File: config.mk
export PLATFORM = sky130hd
export DESIGN_NAME = inst_fetch_flat
export DESIGN_NICKNAME = d
export VERILOG_FILES = /design/src/rtl/inst_fetch_pkg.sv /design/src/rtl/inst_fetch_if.sv /design/src/rtl/inst_fetch_skid_fifo.sv /design/src/rtl/inst_fetch.sv /design/src/flat_wrapper.sv
export SDC_FILE = /design/constraint.sdc
export NUM_CORES = 1
export LEC_CHECK = 0
export ABC_CLOCK_PERIOD_IN_PS = 4500
export BUFFER_PORTS_ARGS = -buffer_cell sky130_fd_sc_hd__buf_2
export CAP_MARGIN = 30
export CORE_ASPECT_RATIO = 1.25
export CORE_MARGIN = 2
export CORE_UTILIZATION = 56
export CTS_CLUSTER_DIAMETER = 40
export DETAILED_ROUTE_END_ITERATION = 12
export PLACE_DENSITY = 0.79
export SETUP_SLACK_MARGIN = 0.4
export SYNTH_ARGS = -nofsm -noshare
export SYNTH_HDL_FRONTEND = slang
export SYNTH_SLANG_ARGS = --single-unit
File: constraint.sdc
create_clock -name clk -period 4.5 [get_ports clk]
set_input_delay 1.125 -clock clk [delete_from_list [all_inputs] [get_ports clk]]
set_output_delay 1.125 -clock clk [all_outputs]
set_load 0.05 [all_outputs]
File: src/rtl/inst_fetch_pkg.sv
// Shared types and constants for the instruction-fetch stage.
package inst_fetch_pkg;

  localparam int unsigned IF_PKT_W         = 64;
  localparam logic [31:0] NOP_INST         = 32'h0000_0000;
  localparam logic [31:0] DEFAULT_RESET_PC = 32'h0000_0000;

  typedef struct packed {
    logic [31:0] pc;
    logic [31:0] inst;
  } if_pkt_t;

  function automatic logic [31:0] word_align(input logic [31:0] pc);
    return pc & ~32'h3;
  endfunction

endpackage

File: src/rtl/inst_fetch_if.sv
// ROM address/data, redirect request and decode valid/ready bundle of the fetch stage.
interface inst_fetch_if;
  logic [31:0] inst_addr;
  logic [31:0] inst_i;
  logic        redirect_i;
  logic [31:0] redirect_pc_i;
  logic        if_valid_o;
  logic        if_ready_i;
  logic [31:0] if_inst_o;
  logic [31:0] if_pc_o;

  modport master (
    output inst_addr, if_valid_o, if_inst_o, if_pc_o,
    input  inst_i, redirect_i, redirect_pc_i, if_ready_i
  );

  modport slave (
    input  inst_addr, if_valid_o, if_inst_o, if_pc_o,
    output inst_i, redirect_i, redirect_pc_i, if_ready_i
  );
endinterface

File: src/rtl/inst_fetch_skid_fifo.sv
// 2-entry skid FIFO holding {pc,inst} responses that decode could not take yet.
module if_skid_fifo
  import inst_fetch_pkg::*;
(
  input  logic       clk,
  input  logic       rst,
  input  logic       flush,
  input  logic       enq,
  input  if_pkt_t    enq_data,
  input  logic       deq,
  output if_pkt_t    head,
  output logic [1:0] cnt
);

  if_pkt_t    mem_q [2];
  logic       rd_q;
  logic       wr_q;
  logic [1:0] cnt_q;

  always_ff @(posedge clk or posedge rst) begin
    if (rst) begin
      rd_q  <= 1'b0;
      wr_q  <= 1'b0;
      cnt_q <= '0;
    end else if (flush) begin
      rd_q  <= 1'b0;
      wr_q  <= 1'b0;
      cnt_q <= '0;
    end else begin
      if (enq) wr_q <= ~wr_q;
      if (deq) rd_q <= ~rd_q;
      cnt_q <= cnt_q + 2'(enq) - 2'(deq);
    end
  end

  // Storage carries no reset; only the pointers/count define what is live.
  always_ff @(posedge clk) begin
    if (enq && !flush) mem_q[wr_q] <= enq_data;
  end

  assign head = mem_q[rd_q];
  assign cnt  = cnt_q;

  no_overflow:  assert property (@(posedge clk) disable iff (rst)
                  !(enq && !deq && !flush && cnt_q == 2'd2));
  no_underflow: assert property (@(posedge clk) disable iff (rst)
                  !(deq && cnt_q == 2'd0));

endmodule

File: src/rtl/inst_fetch.sv
// Fetch stage: owns the PC, issues ROM reads under a 2-credit rule and hands
// {pc,inst} to decode, either straight from the ROM or from the skid FIFO.
module inst_fetch
  import inst_fetch_pkg::*;
#(
  parameter logic [31:0] RESET_PC   = DEFAULT_RESET_PC,
  parameter int unsigned IROM_SPACE = 4096
) (
  input logic          clk,
  input logic          rst,
  inst_fetch_if.master bus
);

  localparam int unsigned ADDR_WIDTH = $clog2(IROM_SPACE);

  logic [31:0] pc_q;
  logic [31:0] resp_pc_q;
  logic        inflight_q;
  logic [1:0]  fifo_cnt;
  logic [2:0]  pending;
  logic        deq;
  logic        issue;
  logic        enq;
  logic        fifo_deq;
  if_pkt_t     head;
  if_pkt_t     out_pkt;

  assign deq = bus.if_valid_o & bus.if_ready_i;

  // Outstanding responses after this edge must fit the 2-entry FIFO.
  assign pending = 3'(fifo_cnt) + 3'(inflight_q) - 3'(deq);
  assign issue   = ~bus.redirect_i & (pending <= 3'd1);

  always_ff @(posedge clk or posedge rst) begin
    if (rst) begin
      pc_q       <= word_align(RESET_PC);
      resp_pc_q  <= '0;
      inflight_q <= 1'b0;
    end else if (bus.redirect_i) begin
      pc_q       <= word_align(bus.redirect_pc_i);
      inflight_q <= 1'b0;
    end else if (issue) begin
      pc_q       <= pc_q + 32'd4;
      resp_pc_q  <= pc_q;
      inflight_q <= 1'b1;
    end else begin
      inflight_q <= 1'b0;
    end
  end

  // A returning response bypasses the FIFO only when it is empty and decode takes it.
  assign enq      = inflight_q & ~bus.redirect_i & ~(deq & (fifo_cnt == 2'd0));
  assign fifo_deq = deq & (fifo_cnt != 2'd0);

  if_skid_fifo u_fifo (
    .clk      (clk),
    .rst      (rst),
    .flush    (bus.redirect_i),
    .enq      (enq),
    .enq_data ('{pc: resp_pc_q, inst: bus.inst_i}),
    .deq      (fifo_deq),
    .head     (head),
    .cnt      (fifo_cnt)
  );

  always_comb begin
    out_pkt = '{pc: '0, inst: NOP_INST};
    if (fifo_cnt != 2'd0)
      out_pkt = head;
    else if (inflight_q)
      out_pkt = '{pc: resp_pc_q, inst: bus.inst_i};
  end

  assign bus.inst_addr  = 32'(pc_q[ADDR_WIDTH+1:2]);
  assign bus.if_valid_o = ~bus.redirect_i & ((fifo_cnt != 2'd0) | inflight_q);
  assign bus.if_pc_o    = out_pkt.pc;
  assign bus.if_inst_o  = out_pkt.inst;

endmodule
File: src/flat_wrapper.sv
// flat-port wrapper written by rule: the top's interface ports become plain ports
module inst_fetch_flat import inst_fetch_pkg::*;
#(
  parameter logic [31:0] RESET_PC   = DEFAULT_RESET_PC,
  parameter int unsigned IROM_SPACE = 4096
)
  (clk, rst, bus_inst_addr, bus_if_valid_o, bus_if_inst_o, bus_if_pc_o, bus_inst_i, bus_redirect_i, bus_redirect_pc_i, bus_if_ready_i);
  inst_fetch_if bus_i ();
  input logic clk;
  input logic rst;
  output wire logic [$bits(bus_i.inst_addr)-1:0] bus_inst_addr;
  output wire logic [$bits(bus_i.if_valid_o)-1:0] bus_if_valid_o;
  output wire logic [$bits(bus_i.if_inst_o)-1:0] bus_if_inst_o;
  output wire logic [$bits(bus_i.if_pc_o)-1:0] bus_if_pc_o;
  input wire logic [$bits(bus_i.inst_i)-1:0] bus_inst_i;
  input wire logic [$bits(bus_i.redirect_i)-1:0] bus_redirect_i;
  input wire logic [$bits(bus_i.redirect_pc_i)-1:0] bus_redirect_pc_i;
  input wire logic [$bits(bus_i.if_ready_i)-1:0] bus_if_ready_i;
  assign bus_inst_addr = bus_i.inst_addr;
  assign bus_if_valid_o = bus_i.if_valid_o;
  assign bus_if_inst_o = bus_i.if_inst_o;
  assign bus_if_pc_o = bus_i.if_pc_o;
  assign bus_i.inst_i = bus_inst_i;
  assign bus_i.redirect_i = bus_redirect_i;
  assign bus_i.redirect_pc_i = bus_redirect_pc_i;
  assign bus_i.if_ready_i = bus_if_ready_i;
  inst_fetch #(.RESET_PC(RESET_PC), .IROM_SPACE(IROM_SPACE)) u_core (.clk(clk), .rst(rst), .bus(bus_i));
endmodule
-- Word-level counts from Yosys, hierarchy flattened
Memory sizes are Yosys's and may differ from the RTL's.
Cells that the tools add are included.
- register bits after elaboration: 69
- bits in writable memories: 128
- input bits: 68
- output and inout port bits: 97
- logic and storage cells: 46
- memories: 1
- memories (memory ; words ; width ; rd ports ; clocked after memory_dff ; wr ports ; RTL line ; text):
    u_core.u_fifo.mem_q ; 2 ; 64 ; 1 ; 0 ; 1 ; inst_fetch_skid_fifo.sv:15 ; if_pkt_t mem_q [2];
- $add $sub $neg: 5
- $lt $le $gt $ge: 1
- muxes and demuxes: 13
- bitwise operators: 12
- reductions and logical operators: 8
- operators with widths (cell ; number):
    64-bit 2-to-1 mux ; 2
    32-bit 2-to-1 mux ; 2
    32-bit by 3-bit adder with 32-bit output, second input constant ; 1
    1-bit 2-to-1 mux ; 8
    2-bit nonzero test ; 4
    1-bit bitwise AND ; 7
    1-bit NOT ; 4
    2-bit by 1-bit adder with 3-bit output ; 1
    3-bit by 1-bit <= comparator with 1-bit output, second input constant ; 1
    3-bit by 1-bit subtractor with 3-bit output ; 1
    2-bit by 1-bit adder with 2-bit output ; 1
    2-bit zero test ; 1
    2-bit 2-to-1 mux ; 1
    2-bit AND reduction ; 1
    2-bit by 1-bit subtractor with 2-bit output ; 1
    1-bit logical AND ; 1
    1-bit zero test ; 1
    1-bit bitwise OR ; 1

-- Logic depth before layout (Yosys ltp)
- depth in word-level cells: 10
- mapped depth: 15
- gate-level depth less buffers: 12

-- Hierarchy
From an unflattened synthesis, not the netlist that was laid out.
- cell total of the unflattened synthesis: 759
- area total of the unflattened synthesis: 9283.9 um2
- by module, submodules not included (module ; instances ; cells each ; area each (um2) ; sequential area each (um2)):
    if_skid_fifo ; 1 ; 217 ; 5034.8 ; 3943.8
    inst_fetch ; 1 ; 542 ; 4249.1 ; 1526.5

-- Worst setup path after synthesis
No wires, ideal clock.
- path kind: input-to-reg
- start point: input bus_redirect_i
- end point: register u_core.pc_q[27]
- setup time: 0.128 ns
- arrival: 4.848 ns
- data required time: 4.372 ns
- slack: -0.476 ns
- stages: 15
- path buffers: 4
- cells stage by stage: clkbuf_1 > clkbuf_1 > clkbuf_1 > a21oi_1 > and2_1 > ha_1 > inv_1 > ha_1 > inv_1 > fa_1 > clkbuf_1 > nand4_1 > or4_1 > a22oi_1 > nand3_1
- word-level cells in the longest chain between the ends: 7
- elaborated cells between the ends (all ways): 8
- classes of those cells: add/sub: 1; order compare: 1; mux: 1; bitwise: 4; reduce/logical: 1
- ends and longest elaborated chain (what ; RTL line ; text):
    start: declaration ; flat_wrapper.sv:16 ; input wire logic [$bits(bus_i.redirect_i)-1:0] bus_redirect_i;
    1-bit NOT ; inst_fetch.sv:75 ; assign bus.if_valid_o = ~bus.redirect_i & ((fifo_cnt != 2'd0) | inflight_q);
    1-bit bitwise AND ; inst_fetch.sv:75 ;
    via bus_if_valid_o ; flat_wrapper.sv:12 ; output wire logic [$bits(bus_i.if_valid_o)-1:0] bus_if_valid_o;
    1-bit bitwise AND ; inst_fetch.sv:28 ; assign deq = bus.if_valid_o & bus.if_ready_i;
    3-bit by 1-bit subtractor with 3-bit output ; inst_fetch.sv:31 ; assign pending = 3'(fifo_cnt) + 3'(inflight_q) - 3'(deq);
    3-bit by 1-bit <= comparator with 1-bit output ; inst_fetch.sv:32 ; assign issue = ~bus.redirect_i & (pending <= 3'd1);
    1-bit bitwise AND ; inst_fetch.sv:32 ;
    2-bit nonzero test (no source line) ; n/a ;
    end signal: assignment ; inst_fetch.sv:36 ; pc_q <= word_align(RESET_PC);
    end signal: assignment ; inst_fetch.sv:40 ; pc_q <= word_align(bus.redirect_pc_i);
    end signal: assignment ; inst_fetch.sv:43 ; pc_q <= pc_q + 32'd4;
    end: declaration ; inst_fetch.sv:16 ; logic [31:0] pc_q;
The timed path passes the listed nets, and every way through them passes these cells.
A chain may end at the register's enable or synchronous reset.

-- Worst setup path in the final report
- start point: register u_core.u_fifo.cnt_q[1] (netlist: u_core.u_fifo.cnt[1])
- end point: output bus_if_pc_o[19]
- word-level cells in the longest chain between the ends: 2
- ends and longest elaborated chain (what ; RTL line ; text):
    start: declaration ; inst_fetch_skid_fifo.sv:18 ; logic [1:0] cnt_q;
    start signal: assignment ; inst_fetch_skid_fifo.sv:32 ; cnt_q <= cnt_q + 2'(enq) - 2'(deq);
    2-bit nonzero test ; inst_fetch.sv:68 ; if (fifo_cnt != 2'd0)
    64-bit 2-to-1 mux ; inst_fetch.sv:68 ;
    end: declaration ; flat_wrapper.sv:14 ; output wire logic [$bits(bus_i.if_pc_o)-1:0] bus_if_pc_o;
Every way passes these cells.

==> reports/results.txt <==
Run status: finished clean
RSZ-0062 raised after global routing: false
Routed vias/inst: 5.71
Fin. Hold Viols: 0
Clock power frac: 0.207
Combinational Power Share: 0.438
Hold Path Class: reg2reg
# clock sinks: 189
Ports: 165
Register area share after synthesis: 0.616
DR pass1 iterations: 5
Worst slew pin tran: 923 ps
Mux contribution to synthesized area: 0.113
Worst Setup End Kind: output pin
Dpl cell area: 9480 um^2
Number of routed nets with antenna violations: 0
Cell Area, Synth: 8680 um^2
Clock root buffer: clkbuf_16
Async S/R FF share, synth: 0.344
Sw frac: 0.450
Initial antenna violation count: 0
Int Power: 3930 uW
FP Rows: 50
Worst-Skew Late Latency: 410 ps
PD cells: 709 nW/um^2
First-pass GRT wire length: 28500 um
CP max stage cell: dfrtp_1
Slew Viols, Final: 0
Placer Congestion: 0.838
Initial Utilization: 0.576
Fmax: 274 MHz
Synth-to-layout area growth: 16.2%
Clock Skew: 11.4 ps
Cts hold-fix bufs: 0
Core ar.: 15100 um^2
Xor/xnor cell area share of the yosys netlist: 0.0130
Die W: 115 um
Yosys cell types: 46
Wire length per cell: 17.6 um
Commonest non-fill, non-tap cells in the layout: 140 x buf_2, 124 x edfxtp_1, 82 x nand3_1
Post-Synth Adder-Cell Area: 0.00951
Syn. warnings: 0
HPWL after DPL: 12200 um
Total track usage: 0.222
CP top delay family: buffers and inverters
Leakage: 0.00381 uW
Part of the cycle the worst path needs: 0.811
Maximum VDD drop: 0.378 mV
Number of synthesized flops with an enable pin: 124
CTS Buffer Depth: 2
Largest family of logic cells by synthesized area: simple AND/OR/NAND/NOR gates
Post-CTS Setup Bufs: 0
Switching pwr: 3220 uW
Port Buf Inserts: 140
Chip height: 143 um
Startpoint types: flip-flop
Wirelength, routed: 18300 um
CP Max Fanout: 84
Remaining global-route overflow: 0
Critical path, cell by cell: nor2_4 -> buf_4 -> buf_16 -> nand3_1 -> o21ai_0 -> buf_2
DRC errors left: 0
Post-Syn Instances: 701
Final Power: 7150 uW
Critical Setup Path Class: reg2out
Mapped Avg Cell Area: 12.4 um^2
WP data arrival: 2520 ps
CTS tree: yes
Largest net degree at the start of global routing: 127
Post-cts sizing count: 0
H-Tree Depth: 4
Post-Synth Simple-Gate Area: 0.119
Relative slew slack: 0.385
Initial DRC count: 432
Compound-Gate Fraction of Synth Area: 0.0749
# diodes: 0
Slowest stage delay, CP: 570 ps
Number of CTS-inserted buffers: 17
Setup violators final: 0
Cell area after layout: 10100 um^2
Post-Layout Cell Count: 1037
Commonest non-fill, non-tap cell in the layout: buf_2
DR vias: 5926
Share of cells above drive strength 1: 0.269
Sequential share of power: 0.355
Max-cap violations: 0
Full die area: 16500 um^2
Worst-path clk slew: 70 ps
Synthesized flop and latch total: 189
Vias in the first global route: 5689
CP bufs+invs: 3
Placed cells: 1005
Synth Flop Type: edfxtp_1
Critical Path RT: 3380 ps
Hold_ws: 497 ps
Tmin final: 3650 ps
Layout Nets: 891
-- cell usage after synthesis, drive strengths merged, types with 6 or more instances --
cell type  instances  area [um^2]
mux2i             64          641
nor2b              6         37.5
o31ai              7         52.6
inv               12         45.0
dfrtp             65         1630
nand4             13         87.6
or4               14          105
clkbuf            28          105
buf               49          324
nor2              25         93.8
nand2             26         97.6
a31oi             13         81.3
mux2              30          338
o21ai             77          385
nand3             83          420
edfxtp           124         3720
xnor2              8         77.6
-- registers in the layout, summed over array words and instances, names as in the netlist --
name and flops:
u_core.inflight_q 1, u_core.pc_q 30, u_core.resp_pc_q 30, u_core.u_fifo.cnt 2, u_core.u_fifo.mem_q 124, u_core.u_fifo.rd_q 1, u_core.u_fifo.wr_q 1
-- worst reg2reg max path, stage by stage (launching register included) --
cell and delay, ps:
dfrtp_1 570, nor2_4 210, a21oi_4 70, and2_1 140, ha_1 300, inv_1 70
ha_2 160, inv_2 40, fa_2 450, xnor2_4 300, nand2_1 190, nor2_2 110
buf_4 380, mux2_2 420
-- area by class of cell --
| class | count | area (um^2) |
|---|---|---|
| clock buffers | 20 | 437 |
| clock inverters | 11 | 141 |
| fillers | 1069 | 4990 |
| inverters | 12 | 45.0 |
| multi-input cells | 444 | 3020 |
| flip-flops and latches | 189 | 5360 |
| well taps | 208 | 260 |
| repair buffers | 153 | 831 |
-- power groups by stage --
stage,logic [uW],clock network (uW),registers (uW)
CTS,3120,1500,2540
global route,3320,1570,2580
floorplan,2560,0,2450
detailed placement,3120,0,2570
finish,3130,1480,2540
global placement,3050,0,2530
-- layer usage --
layer / wire [um] / share of wire / track usage
met5: 0 / 0 / 0
met1: 7690 / 0.42 / 0.290
met3: 938 / 0.051 / 0.0357
met2: 9300 / 0.51 / 0.377
met4: 338 / 0.018 / 0.0736
-- worst paths after layout --
check	start	end	slack [ps]	cells past startpoint
worst max register to register	u_core.u_fifo.cnt[1]$_DFF_PP0_	u_core.resp_pc_q[29]$_DFFE_PP0P_	960	13
max in group asynchronous	rst	u_core.resp_pc_q[8]$_DFFE_PP0P_	3150	3
worst min register to register	u_core.resp_pc_q[20]$_DFFE_PP0P_	u_core.u_fifo.mem_q[0][52]$_DFFE_PP_	500	0
min in group asynchronous	rst	u_core.pc_q[12]$_DFFE_PP0P_	710	2
worst max-delay path	u_core.u_fifo.cnt[1]$_DFF_PP0_	bus_if_pc_o[19]	850	6
worst min-delay path	u_core.resp_pc_q[20]$_DFFE_PP0P_	u_core.u_fifo.mem_q[0][52]$_DFFE_PP_	500	0
-- per-stage QoR --
step	setup TNS, ps	worst slack, ps	utilization
global placement	0	652	0.628
finish	0	851	0.669
global route	0	688	0.669
detailed placement	0	528	0.629
floorplan	-32850	-265	-
CTS	0	601	0.667
-- kinds of logic (layout without fill, tap and decap cells) --
family	Yosys count	count (layout)
AO/OA/AOI/OAI	115	115
XOR/XNOR	12	12
AND/OR/NAND/NOR	195	195
buffers and inverters	89	196
adder cells (fa/ha/maj)	6	6
other	1	22
multiplexers	94	94
flip-flops	189	189
No activity file was read; power rests on OpenSTA's default activity.
